File: src/rtl/legv8_ctrl_pkg.sv
// Shared definitions for the multicycle LEGv8 main control: opcodes, FSM states,
// datapath select encodings and the opcode class bundle.
package legv8_ctrl_pkg;

  localparam logic [10:0] OP_ADD  = 11'b10001011000;
  localparam logic [10:0] OP_SUB  = 11'b11001011000;
  localparam logic [10:0] OP_AND  = 11'b10001010000;
  localparam logic [10:0] OP_ORR  = 11'b10101010000;
  localparam logic [10:0] OP_LDUR = 11'b11111000010;
  localparam logic [10:0] OP_STUR = 11'b11111000000;

  // Branch opcodes are matched on their prefix only; the low bits carry immediate.
  localparam logic [7:0] OP_CBZ_PFX = 8'b10110100;
  localparam logic [5:0] OP_B_PFX   = 6'b000101;

  typedef enum logic [3:0] {
    FETCH,
    DECODE,
    MEM_ADDR,
    MEM_RD,
    MEM_WB,
    MEM_WR,
    R_EXEC,
    R_WB,
    BR_CBZ,
    BR_B
  } state_e;

  typedef enum logic [1:0] {
    ALUOP_ADD   = 2'b00,
    ALUOP_PASSB = 2'b01,
    ALUOP_FUNCT = 2'b10
  } aluop_e;

  typedef enum logic [1:0] {
    SRCB_REG     = 2'b00,
    SRCB_FOUR    = 2'b01,
    SRCB_IMM     = 2'b10,
    SRCB_IMM_SH2 = 2'b11
  } srcb_e;

  typedef struct packed {
    logic rtype;
    logic ldur;
    logic stur;
    logic cbz;
    logic b;
    logic illegal;
  } op_class_t;

endpackage

File: src/rtl/legv8_multicycle_ctrl_op_class.sv
// Opcode classifier: maps the 11-bit opcode field to a one-hot instruction class.
module legv8_op_class
  import legv8_ctrl_pkg::*;
(
  input  logic [10:0] op_code,
  output op_class_t   op_class
);

  // Full-opcode matches first, then prefix matches; anything else is illegal.
  always_comb begin
    op_class = '0;
    if ((op_code == OP_ADD) || (op_code == OP_SUB) ||
        (op_code == OP_AND) || (op_code == OP_ORR)) begin
      op_class.rtype = 1'b1;
    end else if (op_code == OP_LDUR) begin
      op_class.ldur = 1'b1;
    end else if (op_code == OP_STUR) begin
      op_class.stur = 1'b1;
    end else if (op_code[10:3] == OP_CBZ_PFX) begin
      op_class.cbz = 1'b1;
    end else if (op_code[10:5] == OP_B_PFX) begin
      op_class.b = 1'b1;
    end else begin
      op_class.illegal = 1'b1;
    end
  end

endmodule

File: src/rtl/legv8_multicycle_ctrl.sv
// Main control FSM for the multicycle LEGv8 datapath: sequences each instruction,
// drives ALUOp and datapath enables, handles the memory handshake and counts
// retired instructions.
module legv8_multicycle_ctrl
  import legv8_ctrl_pkg::*;
#(
  parameter int unsigned CNT_W = 32
) (
  input  logic             clk,
  input  logic             reset,
  input  logic [10:0]      op_code,
  input  logic             zero,
  input  logic             mem_ready,
  output logic             mem_req,
  output logic             IorD,
  output logic             MemRead,
  output logic             MemWrite,
  output logic             IRWrite,
  output logic             Reg2Loc,
  output logic             RegWrite,
  output logic             MemtoReg,
  output logic             ALUSrcA,
  output logic [1:0]       ALUSrcB,
  output logic [1:0]       ALUOp,
  output logic             PCSource,
  output logic             pc_we,
  output logic             illegal_op,
  output logic             instr_done,
  output logic [CNT_W-1:0] instr_count
);

  state_e           state_q, state_d;
  logic [CNT_W-1:0] cnt_q, cnt_d;
  op_class_t        op_class;
  logic             pc_write;
  logic             pc_write_cond;

  legv8_op_class u_op_class (
    .op_code  (op_code),
    .op_class (op_class)
  );

  // State and retired-instruction counter registers.
  always_ff @(posedge clk) begin
    if (reset) begin
      state_q <= FETCH;
      cnt_q   <= '0;
    end else begin
      state_q <= state_d;
      cnt_q   <= cnt_d;
    end
  end

  // Next state and datapath controls decoded from the current state.
  always_comb begin
    state_d       = state_q;
    mem_req       = 1'b0;
    IorD          = 1'b0;
    MemRead       = 1'b0;
    MemWrite      = 1'b0;
    IRWrite       = 1'b0;
    Reg2Loc       = 1'b0;
    RegWrite      = 1'b0;
    MemtoReg      = 1'b0;
    ALUSrcA       = 1'b0;
    ALUSrcB       = SRCB_REG;
    ALUOp         = ALUOP_ADD;
    PCSource      = 1'b0;
    pc_write      = 1'b0;
    pc_write_cond = 1'b0;
    illegal_op    = 1'b0;
    instr_done    = 1'b0;

    case (state_q)
      FETCH: begin
        mem_req  = 1'b1;
        MemRead  = 1'b1;
        ALUSrcB  = SRCB_FOUR;
        IRWrite  = mem_ready;
        pc_write = mem_ready;
        if (mem_ready) state_d = DECODE;
      end
      DECODE: begin
        ALUSrcB = SRCB_IMM_SH2;
        Reg2Loc = op_class.stur | op_class.cbz;
        if (op_class.rtype)                      state_d = R_EXEC;
        else if (op_class.ldur | op_class.stur)  state_d = MEM_ADDR;
        else if (op_class.cbz)                   state_d = BR_CBZ;
        else if (op_class.b)                     state_d = BR_B;
        else begin
          illegal_op = 1'b1;
          state_d    = FETCH;
        end
      end
      MEM_ADDR: begin
        ALUSrcA = 1'b1;
        ALUSrcB = SRCB_IMM;
        if (op_class.ldur)      state_d = MEM_RD;
        else if (op_class.stur) state_d = MEM_WR;
        else                    state_d = FETCH;
      end
      MEM_RD: begin
        mem_req = 1'b1;
        MemRead = 1'b1;
        IorD    = 1'b1;
        if (mem_ready) state_d = MEM_WB;
      end
      MEM_WB: begin
        RegWrite   = 1'b1;
        MemtoReg   = 1'b1;
        instr_done = 1'b1;
        state_d    = FETCH;
      end
      MEM_WR: begin
        mem_req    = 1'b1;
        MemWrite   = 1'b1;
        IorD       = 1'b1;
        Reg2Loc    = 1'b1;
        instr_done = mem_ready;
        if (mem_ready) state_d = FETCH;
      end
      R_EXEC: begin
        ALUSrcA = 1'b1;
        ALUSrcB = SRCB_REG;
        ALUOp   = ALUOP_FUNCT;
        state_d = R_WB;
      end
      R_WB: begin
        RegWrite   = 1'b1;
        instr_done = 1'b1;
        state_d    = FETCH;
      end
      BR_CBZ: begin
        ALUSrcA       = 1'b1;
        ALUSrcB       = SRCB_REG;
        ALUOp         = ALUOP_PASSB;
        Reg2Loc       = 1'b1;
        pc_write_cond = 1'b1;
        PCSource      = 1'b1;
        instr_done    = 1'b1;
        state_d       = FETCH;
      end
      BR_B: begin
        pc_write   = 1'b1;
        PCSource   = 1'b1;
        instr_done = 1'b1;
        state_d    = FETCH;
      end
      default: state_d = FETCH;
    endcase

    pc_we = pc_write | (pc_write_cond & zero);

    // Outputs are forced low while reset is held, regardless of the stale state.
    if (reset) begin
      mem_req    = 1'b0;
      IorD       = 1'b0;
      MemRead    = 1'b0;
      MemWrite   = 1'b0;
      IRWrite    = 1'b0;
      Reg2Loc    = 1'b0;
      RegWrite   = 1'b0;
      MemtoReg   = 1'b0;
      ALUSrcA    = 1'b0;
      ALUSrcB    = '0;
      ALUOp      = '0;
      PCSource   = 1'b0;
      pc_we      = 1'b0;
      illegal_op = 1'b0;
      instr_done = 1'b0;
    end

    cnt_d       = cnt_q + (instr_done ? CNT_W'(1) : CNT_W'(0));
    instr_count = reset ? '0 : cnt_q;
  end

endmodule
File: config.mk
export PLATFORM = sky130hd
export DESIGN_NAME = legv8_multicycle_ctrl
export DESIGN_NICKNAME = d
export VERILOG_FILES = /design/src/rtl/legv8_ctrl_pkg.sv /design/src/rtl/legv8_multicycle_ctrl_op_class.sv /design/src/rtl/legv8_multicycle_ctrl.sv
export SDC_FILE = /design/constraint.sdc
export NUM_CORES = 1
export LEC_CHECK = 0
export CORE_MARGIN = 4
export CORE_UTILIZATION = 45
export DETAILED_ROUTE_END_ITERATION = 6
export HOLD_SLACK_MARGIN = 0.08
export MAX_ROUTING_LAYER = met4
export PLACE_DENSITY = 0.73
export SYNTH_ARGS = -nofsm -noshare
export SYNTH_HDL_FRONTEND = slang
export SYNTH_SLANG_ARGS = --single-unit
File: constraint.sdc
create_clock -name clk -period 6.9 [get_ports clk]
set_input_delay 1.725 -clock clk [delete_from_list [all_inputs] [get_ports clk]]
set_output_delay 1.725 -clock clk [all_outputs]
set_load 0.05 [all_outputs]
# After elaboration in Yosys (flattened, before gate mapping)
# Index checks and enable logic that the tools add are counted.
word_totals:
  elab_cells: 97
  inputBits: 15
  out_inout_bits: 49
  register_bits: 36
classes:
  n_reduce_logical: 13
  n_mux: 57
  eq_ne: 20
  n_addsub: 1
  bitwise_logic: 4
op_table:
  columns: ["operator", "count"]
  rows:
  - ["11-bit == test, second input constant", 6]
  - ["1-bit 2-to-1 mux", 35]
  - ["32-bit by 1-bit adder with 32-bit output", 1]
  - ["32-bit 2-to-1 mux", 1]
  - ["4-bit 2-to-1 mux", 8]
  - ["4-bit one-hot mux with 6 select lines", 1]
  - ["4-bit by 3-bit == test with 1-bit output, second input constant", 4]
  - ["2-bit OR reduction", 5]
  - ["3-bit 2-to-1 mux", 3]
  - ["4-bit by 2-bit == test with 1-bit output, second input constant", 2]
  - ["4-bit == test, second input constant", 2]
  - ["8-bit == test, second input constant", 1]
  - ["6-bit by 3-bit == test with 1-bit output, second input constant", 1]
  - ["2-bit 2-to-1 mux", 3]
  - ["2-bit != test, second input constant", 3]
  - ["1-bit one-hot mux with 2 select lines", 3]
  - ["2-bit one-hot mux with 3 select lines", 1]
  - ["3-bit OR reduction", 2]
  - ["5-bit 2-to-1 mux", 1]
  - ["4-bit by 1-bit == test with 1-bit output, second input constant", 1]
  - ["4-bit zero test", 1]
  - ["2-bit one-hot mux with 2 select lines", 1]
  - ["4-bit OR reduction", 1]
  - ["1-bit logical OR", 3]
  - ["3 further kinds", 5]

# Longest topological paths before layout
# Gate-level depths: netlist (run 1).
logic_depth:
  word_depth: 12
  ltp_mapped: 11

# By module
# A second synthesis (run 1) with hierarchy kept.
unflattened:
  cells_unflattened: 292
  hier_area_um2: 2307.2
by_module_without_submodules:
  columns: ["module", "n_inst", "cells_each", "area_each_um2"]
  rows:
  - ["legv8_multicycle_ctrl", 1, 279, 2173.3]
  - ["legv8_op_class", 1, 13, 133.9]

# Worst setup path before layout (run 1)
# No wires, ideal clock.
synth_path:
  kind: "input-to-output"
  start: "input op_code[0]"
  end: "output Reg2Loc"
  path_slack_ps: 1477
  cell_stages: 4
  arrival_time_ps: 3698
  path_cell_list: "or4b_1 o31ai_1 nand3_1 a21boi_0"
synth_between:
  elab_chain_cells: 8
  word_cells_on_any_way: 16
  cone_classes: "eq/ne (6); mux (6); bitwise (1); reduce/logical (3)"
synth_lines:
  columns: ["item", "line", "rtl"]
  rows:
  - ["from (decl)", "legv8_multicycle_ctrl.sv:11", "input logic [10:0] op_code,"]
  - ["11-bit == test", "legv8_multicycle_ctrl_op_class.sv:12", "if ((op_code == OP_ADD) || (op_code == OP_SUB) ||"]
  - ["1-bit logical OR (2 in a row)", "legv8_multicycle_ctrl_op_class.sv:12", null]
  - ["1-bit logical OR", "legv8_multicycle_ctrl_op_class.sv:13", "(op_code == OP_AND) || (op_code == OP_ORR)) begin"]
  - ["5-bit 2-to-1 mux *", "legv8_multicycle_ctrl_op_class.sv:12", null]
  - ["1-bit OR *", "legv8_multicycle_ctrl.sv:85", "Reg2Loc = op_class.stur | op_class.cbz;"]
  - ["1-bit one-hot mux with 2 select lines *", "legv8_multicycle_ctrl.sv:74", "case (state_q)"]
  - ["1-bit 2-to-1 mux *", "legv8_multicycle_ctrl.sv:155", "if (reset) begin"]
  - ["to (decl)", "legv8_multicycle_ctrl.sv:19", "output logic Reg2Loc,"]
# Mark *: on every way between the ends. The rest lies on a longest branch, timed or not.

# Worst setup path after layout (run 1)
# Same ends and word-level chain as after synthesis.

==> results by group, run 1 <==
GRT
  – First-pass GRT wire length: 8820 um
  – Initial antenna violation count: 0
  – GRT overflow: 0
  – Met2 layer usage reported by global route: 0.281
  – Met1 usage: 0.229
  – Largest net degree at the start of global routing: 55
  – Layer with the highest usage: met2
  – GRT Overall Usage: 0.175
  – Vias in the first global route: 1960
  – GR Util met3: 0.0340

Routing
  – Post-DR wirelength/cell: 12.9 um
  – Initial DRC Count: 114
  – Drt pass-1 iters: 4
  – Routed vias: 2123
  – Post-Route WL: 5200 um
  – Vias per cell: 5.27
  – DRC viols: 0
  – Post-route ant nets: 0

Placed design
  – IO Port Bufs: 63
  – Gpl congestion: 0.813
  – DP Wirelength: 3870 um
  – DP Worst Slack: 1.09 ns

Synthesis
  – Avg Cell Area, Syn: 8.03 um^2
  – Yosys reg bits: 36
  – Syn Std Cell Area: 2270 um^2
  – Synth Instances: 283
  – Seq/Total Area, Yosys: 0.317
  – Syn. warnings: 0
  – Post-synth top flop: dfxtp_1
  – Yosys cell types: 49
  – Post-synth EDFFs: 0
  – Post-synthesis async set-or-reset flop share: 0
  – Syn Nets: 300

Clocking
  – Clk buf depth: 2
  – CTS clock-pin slew for the worst setup and hold paths: 0.07 ns
  – Total CTS buffers: 5
  – Hold Buf Count CTS: 0
  – Post-CTS Setup Bufs: 0
  – Sink Count: 36
  – CTS Root Cell: clkbuf_8
  – Clk_lat worst skew: 0.28 ns
  – CTS tree: done
  – Htree depth: 2
  – CTS resizes: 0

Critical path
  – Critical R2R Launch: state_q[0]
  – Critical path type: primary input to output port
  – CP Launch Type: primary input
  – Reg2Reg Depth: 10
  – CP Capture Type: output port
  – CP max FO: 2
  – Worst EP required: 5.18 ns
  – Crit path DAT: 4.04 ns
  – Worst R2R Setup Slack: 3.71 ns
  – Critical R2R Capture: cnt_q[28]

Power and ir drop
  – P_int: 0.295 mW
  – Seq pwr share: 0.531
  – Logic gate share of total power: 0.116
  – Net Sw Frac: 0.253
  – Psw: 0.0999 mW
  – Pwr dens: 132 nW/um^2
  – Maximum vdd drop: 0.111 mV
  – Clock share of power: 0.353
  – P_leak: 1.07 nW

STA
  – Final worst path period need: 5.77 ns
  – Measured slew at the worst slew-check pin: 0.547 ns
  – Final Setup Violations: 0
  – Fmax: 173 MHz
  – Worst setup margin: 1.13 ns
  – Final hold vios: 0
  – RSZ-0062 raised after global routing: no
  – Max Slew Vio Count: 0
  – Period utilization: 0.836
  – Total negative slack: 0 ns
  – Worst Skew: 0.00441 ns
  – Slew margin rel.: 0.635

Cells and area
  – Layout cells sized above 1: 0.0744
  – Ant diodes: 0
  – Final #Nets: 353
  – Fillers: 462
  – Area Overhead vs Synth: 31.5%

Job
  – Max Cap Viol: 0

Floorplanning
  – Rows: 25
  – CORE AREA: 4820 um^2
  – I/O pins: 64
  – Die width: 79.1 um
  – Die area: 6250 um^2
  – Starting Density: 0.472
  – Die H: 79.1 um

Hold path
  – Hold Path Origin: cnt_q[16]
  – Hold path cells: 2
  – Hold EP: cnt_q[16]
  – Type of the most critical hold path: flip-flop to flip-flop

Outcome
  – Run status: complete, no violations
## power groups by stage
| stage | clock [mW] | sequential [mW] | combinational, mW |
|---|---|---|---|
| 2_1_floorplan | 0 | 0.213 | 0.0284 |
| 3_3_place_gp | 0 | 0.215 | 0.0452 |
| 3_5_place_dp | 0 | 0.215 | 0.0455 |
| 4_1_cts | 0.145 | 0.210 | 0.0457 |
| 5_1_grt | 0.154 | 0.210 | 0.0493 |
| 6_report | 0.139 | 0.210 | 0.0457 |
## critical path: stages
cell             delay [ns]
clkdlybuf4s50_1        0.45
or4b_1                 0.53
o31ai_1                0.24
nand3_1                0.09
a21boi_0               0.17
clkdlybuf4s50_1        0.82
## layout make-up
class	instances	area [um^2]	area share
clock inverter	1	5.00	0.00168
sequential	36	721	0.241
inverter	6	22.5	0.00754
clock buffer	6	72.6	0.0243
tap	67	83.8	0.0281
timing repair buffer	64	633	0.212
multi-input combinational	223	1450	0.485
## layout by cell type, fill, tap and decap left out, types with 2 or more instances in the layout
cell,instances
clkdlybuf4s50_1,62
nor2_1,39
dfxtp_1,36
nor2b_1,32
nand2_1,15
xor2_1,12
nor3_1,11
nand3_1,10
or3_1,10
a21oi_1,10
mux2_2,10
o21ai_0,9
nand4_1,8
inv_1,6
and2_1,6
and4_1,6
and3_1,5
clkbuf_8,5
nand2b_1,3
a21boi_0,3
nor4_1,3
o21bai_1,2
nor3b_1,2
xnor2_1,2
nor4_2,2
a41oi_1,2
ha_1,2
## cells in the mapped netlist, types with 4 or more instances
master / n / area share
a21oi_1: 10 / 0.022
and2_1: 6 / 0.017
and3_1: 5 / 0.014
and4_1: 6 / 0.023
buf_1: 4 / 0.0066
clkbuf_1: 10 / 0.017
dfxtp_1: 36 / 0.32
inv_1: 6 / 0.0099
mux2_2: 10 / 0.050
nand2_1: 15 / 0.025
nand3_1: 10 / 0.022
nand4_1: 8 / 0.022
nor2_1: 39 / 0.064
nor2b_1: 32 / 0.088
nor3_1: 11 / 0.024
o21ai_0: 9 / 0.020
or3_1: 10 / 0.028
xor2_1: 12 / 0.046
## cells by family (layout without fill, tap and decap cells)
kind of cell               after synthesis  after routing  share of synthesized area
AOI/OAI and AO/OA                       35             35                      0.104
buffers and inverters                   24             77                     0.0446
adders and majority gates                2              2                     0.0110
and+or+nand+nor                        160            160                      0.411
muxes                                   12             12                     0.0589
DFF                                     36             36                      0.317
xor gates and xnor gates                14             14                     0.0540
## sequential cells by signal (all words and copies together) (netlist names)
signal,flops
state_q,4
cnt_q,32
## through the flow
stage	utilization	hold slack, ns	instance area (um^2)	total power, mW	instances
final	0.620	0.498	2990	0.395	403
after global routing	0.620	0.542	2990	0.413	403
after CTS	0.620	0.502	2990	0.400	403
after detailed placement	0.604	0.489	2910	0.260	396
after global placement	0.604	0.483	2910	0.260	396
after floorplan	-	0.462	2270	0.242	283
## how the worst max path moves through the flow
stage,start,to,slack (ns),depth (start not counted)
after floorplan,op_code[0],Reg2Loc,1.48,4
after CTS,op_code[0],Reg2Loc,1.10,6
after global placement,op_code[0],Reg2Loc,1.13,6
after global routing,op_code[8],illegal_op,0.99,6
after detailed placement,op_code[0],Reg2Loc,1.09,6
final,op_code[0],Reg2Loc,1.13,6
## routing by layer
layer	wire, um	share of wire	up-vias
met1	2500	0.48	960
li1	-	-	1105
met2	2380	0.46	54
met4	48	0.0092	0
met3	273	0.052	4
met5	0	0	-
Power figures use the tool's default switching activity.
==> run 2, diff against run 1 <==
- clock period: 6.9 -> 5.97 ns (I/O delays scaled with it)
==> results by group, run 2 (synthesis gave the netlist of run 1 again) <==
Clocking
  – Post-CTS Setup Bufs: 0 (unchanged)
  – CTS Root Cell: clkbuf_8
  – Sink Count: 36 (unchanged)
  – Htree depth: 2 (unchanged)
  – CTS tree: done
  – CTS resizes: 0 (unchanged)
  – Clk buf depth: 2 (unchanged)
  – Hold Buf Count CTS: 0 (unchanged)
  – Total CTS buffers: 5 (unchanged)
  – Clk_lat worst skew: 0.29 ns (about the same)
  – CTS clock-pin slew for the worst setup and hold paths: 0.07 ns (about the same)

Cells and area
  – Multi-input gate area: 1450 um^2 (unchanged)
  – Max FFs per register: 32 (unchanged)
  – Layout cells sized above 1: 0.0801 (+0.00571)
  – Commonest non-fill, non-tap cell in the layout: clkdlybuf4s50_1
  – Register area: 721 um^2 (unchanged)
  – Final #Nets: 353 (unchanged)
  – Biggest regs: cnt_q: 32 flops, state_q: 4 flops
  – Fillers: 471 (+1.9%)
  – Commonest non-fill, non-tap cells in the layout: 62 x clkdlybuf4s50_1, 39 x nor2_1, 36 x dfxtp_1, 32 x nor2b_1, 15 x nand2_1
  – Area Overhead vs Synth: 33.6%
  – Top reg by flops: cnt_q
  – Ant diodes: 0 (unchanged)

Floorplanning
  – Die area: 6250 um^2 (unchanged)
  – Starting Density: 0.472 (unchanged)
  – Die width: 79.1 um (unchanged)
  – Rows: 25 (unchanged)
  – CORE AREA: 4820 um^2 (unchanged)
  – Die H: 79.1 um (unchanged)
  – I/O pins: 64 (unchanged)

Hold path
  – Hold EP: cnt_q[16]
  – Type of the most critical hold path: flip-flop to flip-flop
  – Hold Path Origin: cnt_q[16]
  – Hold path cells: 2 (unchanged)

STA
  – Final hold vios: 0 (unchanged)
  – Worst Skew: 0.00956 ns (+0.00514 ns)
  – Final worst path period need: 5.31 ns
  – Total negative slack: 0 ns (unchanged)
  – Fmax: 188 MHz
  – Max Slew Vio Count: 0 (unchanged)
  – Period utilization: 0.890
  – Slew margin rel.: 0.536 (-0.0991)
  – RSZ-0062 raised after global routing: no
  – Final Setup Violations: 0 (unchanged)
  – Measured slew at the worst slew-check pin: 0.696 ns (+0.149 ns)
  – Worst setup margin: 0.655 ns (-0.480 ns)

Power and ir drop
  – Maximum vdd drop: 0.178 mV (+61%)
  – Seq pwr share: 0.457 (-0.074)
  – Psw: 0.122 mW (+22%)
  – Clock share of power: 0.443 (+0.090)
  – P_leak: 1.09 nW (+2.2%)
  – Logic gate share of total power: 0.100 (-0.016)
  – Pwr dens: 175 nW/um^2 (+32%)
  – P_int: 0.409 mW (+39%)
  – Net Sw Frac: 0.229 (-0.0238)

GRT
  – First-pass GRT wire length: 9450 um (+7.1%)
  – GRT Overall Usage: 0.187 (+0.0116)
  – GRT overflow: 0 (unchanged)
  – Initial antenna violation count: 0 (unchanged)
  – Vias in the first global route: 2111 (+7.7%)
  – Largest net degree at the start of global routing: 42 (-24%)

Critical path
  – Crit path DAT: 3.82 ns (-0.22 ns)
  – Crit. Startpoint: op_code[3]
  – CP max FO: 5 (+3)
  – CP Launch Type: primary input
  – Worst R2R Setup Slack: 2.80 ns (-0.91 ns)
  – Worst EP required: 4.48 ns (-0.70 ns)
  – CP Capture Type: output port
  – Critical R2R Capture: cnt_q[28]
  – Critical path type: primary input to output port
  – Reg2Reg Depth: 10 (unchanged)
  – Critical R2R Launch: state_q[0]

Routing
  – DRC viols: 0 (unchanged)
  – Initial DRC Count: 91 (-20%)
  – Routed vias: 2157 (+1.6%)
  – Post-DR wirelength/cell: 13.2 um (+1.9%)
  – Drt pass-1 iters: 4 (unchanged)
  – Post-route ant nets: 0 (unchanged)
  – Vias per cell: 5.34 (+1.4%)
  – Post-Route WL: 5310 um (+2.2%)

Job
  – Max Cap Viol: 0 (unchanged)

Placed design
  – Gpl congestion: 0.815 (+0.31%)
  – DP Wirelength: 3920 um (+1.3%)
  – DP Worst Slack: 0.667 ns (-0.427 ns)
  – IO Port Bufs: 63 (unchanged)

Outcome
  – Run status: complete, no violations
[run 2: worst max path at each step]
stage	endpoint	cells after the start
4_1_cts	illegal_op	6
6_report	illegal_op	6
5_1_grt	illegal_op	6
3_3_place_gp	Reg2Loc	6
2_1_floorplan	Reg2Loc	4
3_5_place_dp	Reg2Loc	6
[run 2: worst max-delay path: stages]
cell,delay (ns)
clkdlybuf4s50_1,0.49
and4bb_1,0.25
and3_1,0.18
a311o_1,0.36
nor3b_1,0.21
clkdlybuf4s50_1,0.83
[run 2: power groups by stage]
stage	clock network (mW)	registers [mW]	logic, mW
finish	0.235	0.242	0.0529
detailed placement	0	0.248	0.0528
CTS	0.240	0.242	0.0531
global route	0.251	0.243	0.0571
global placement	0	0.248	0.0523
floorplan	0	0.246	0.0328
[run 2: final cells by class]
| cell class | count | area share |
|---|---|---|
| flip-flops and latches | 36 | 0.237 |
| well taps | 67 | 0.0276 |
| inverters | 6 | 0.00742 |
| repair buffers | 64 | 0.208 |
| clock buffers | 7 | 0.0317 |
| clock inverters | 1 | 0.00989 |
| multi-input cells | 223 | 0.478 |
[run 2: per-layer routing]
layer / share of wire / vias to the layer above / track usage
li1: - / 1104 / -
met1: 0.46 / 998 / 0.242
met2: 0.49 / 48 / 0.310
met3: 0.037 / 7 / 0.0306
met4: 0.0083 / 0 / 0.0361
met5: 0 / - / -
[run 2: per-stage QoR]
step | cell area [um^2] | power, mW | util | std cells | hold WS (ns)
after detailed placement | 2910 | 0.301 | 0.604 | 396 | 0.492
after global placement | 2910 | 0.300 | 0.604 | 396 | 0.485
after CTS | 3040 | 0.536 | 0.630 | 404 | 0.504
final | 3040 | 0.531 | 0.630 | 404 | 0.497
after global routing | 3040 | 0.551 | 0.630 | 404 | 0.559
after floorplan | 2270 | 0.279 | - | 283 | 0.462
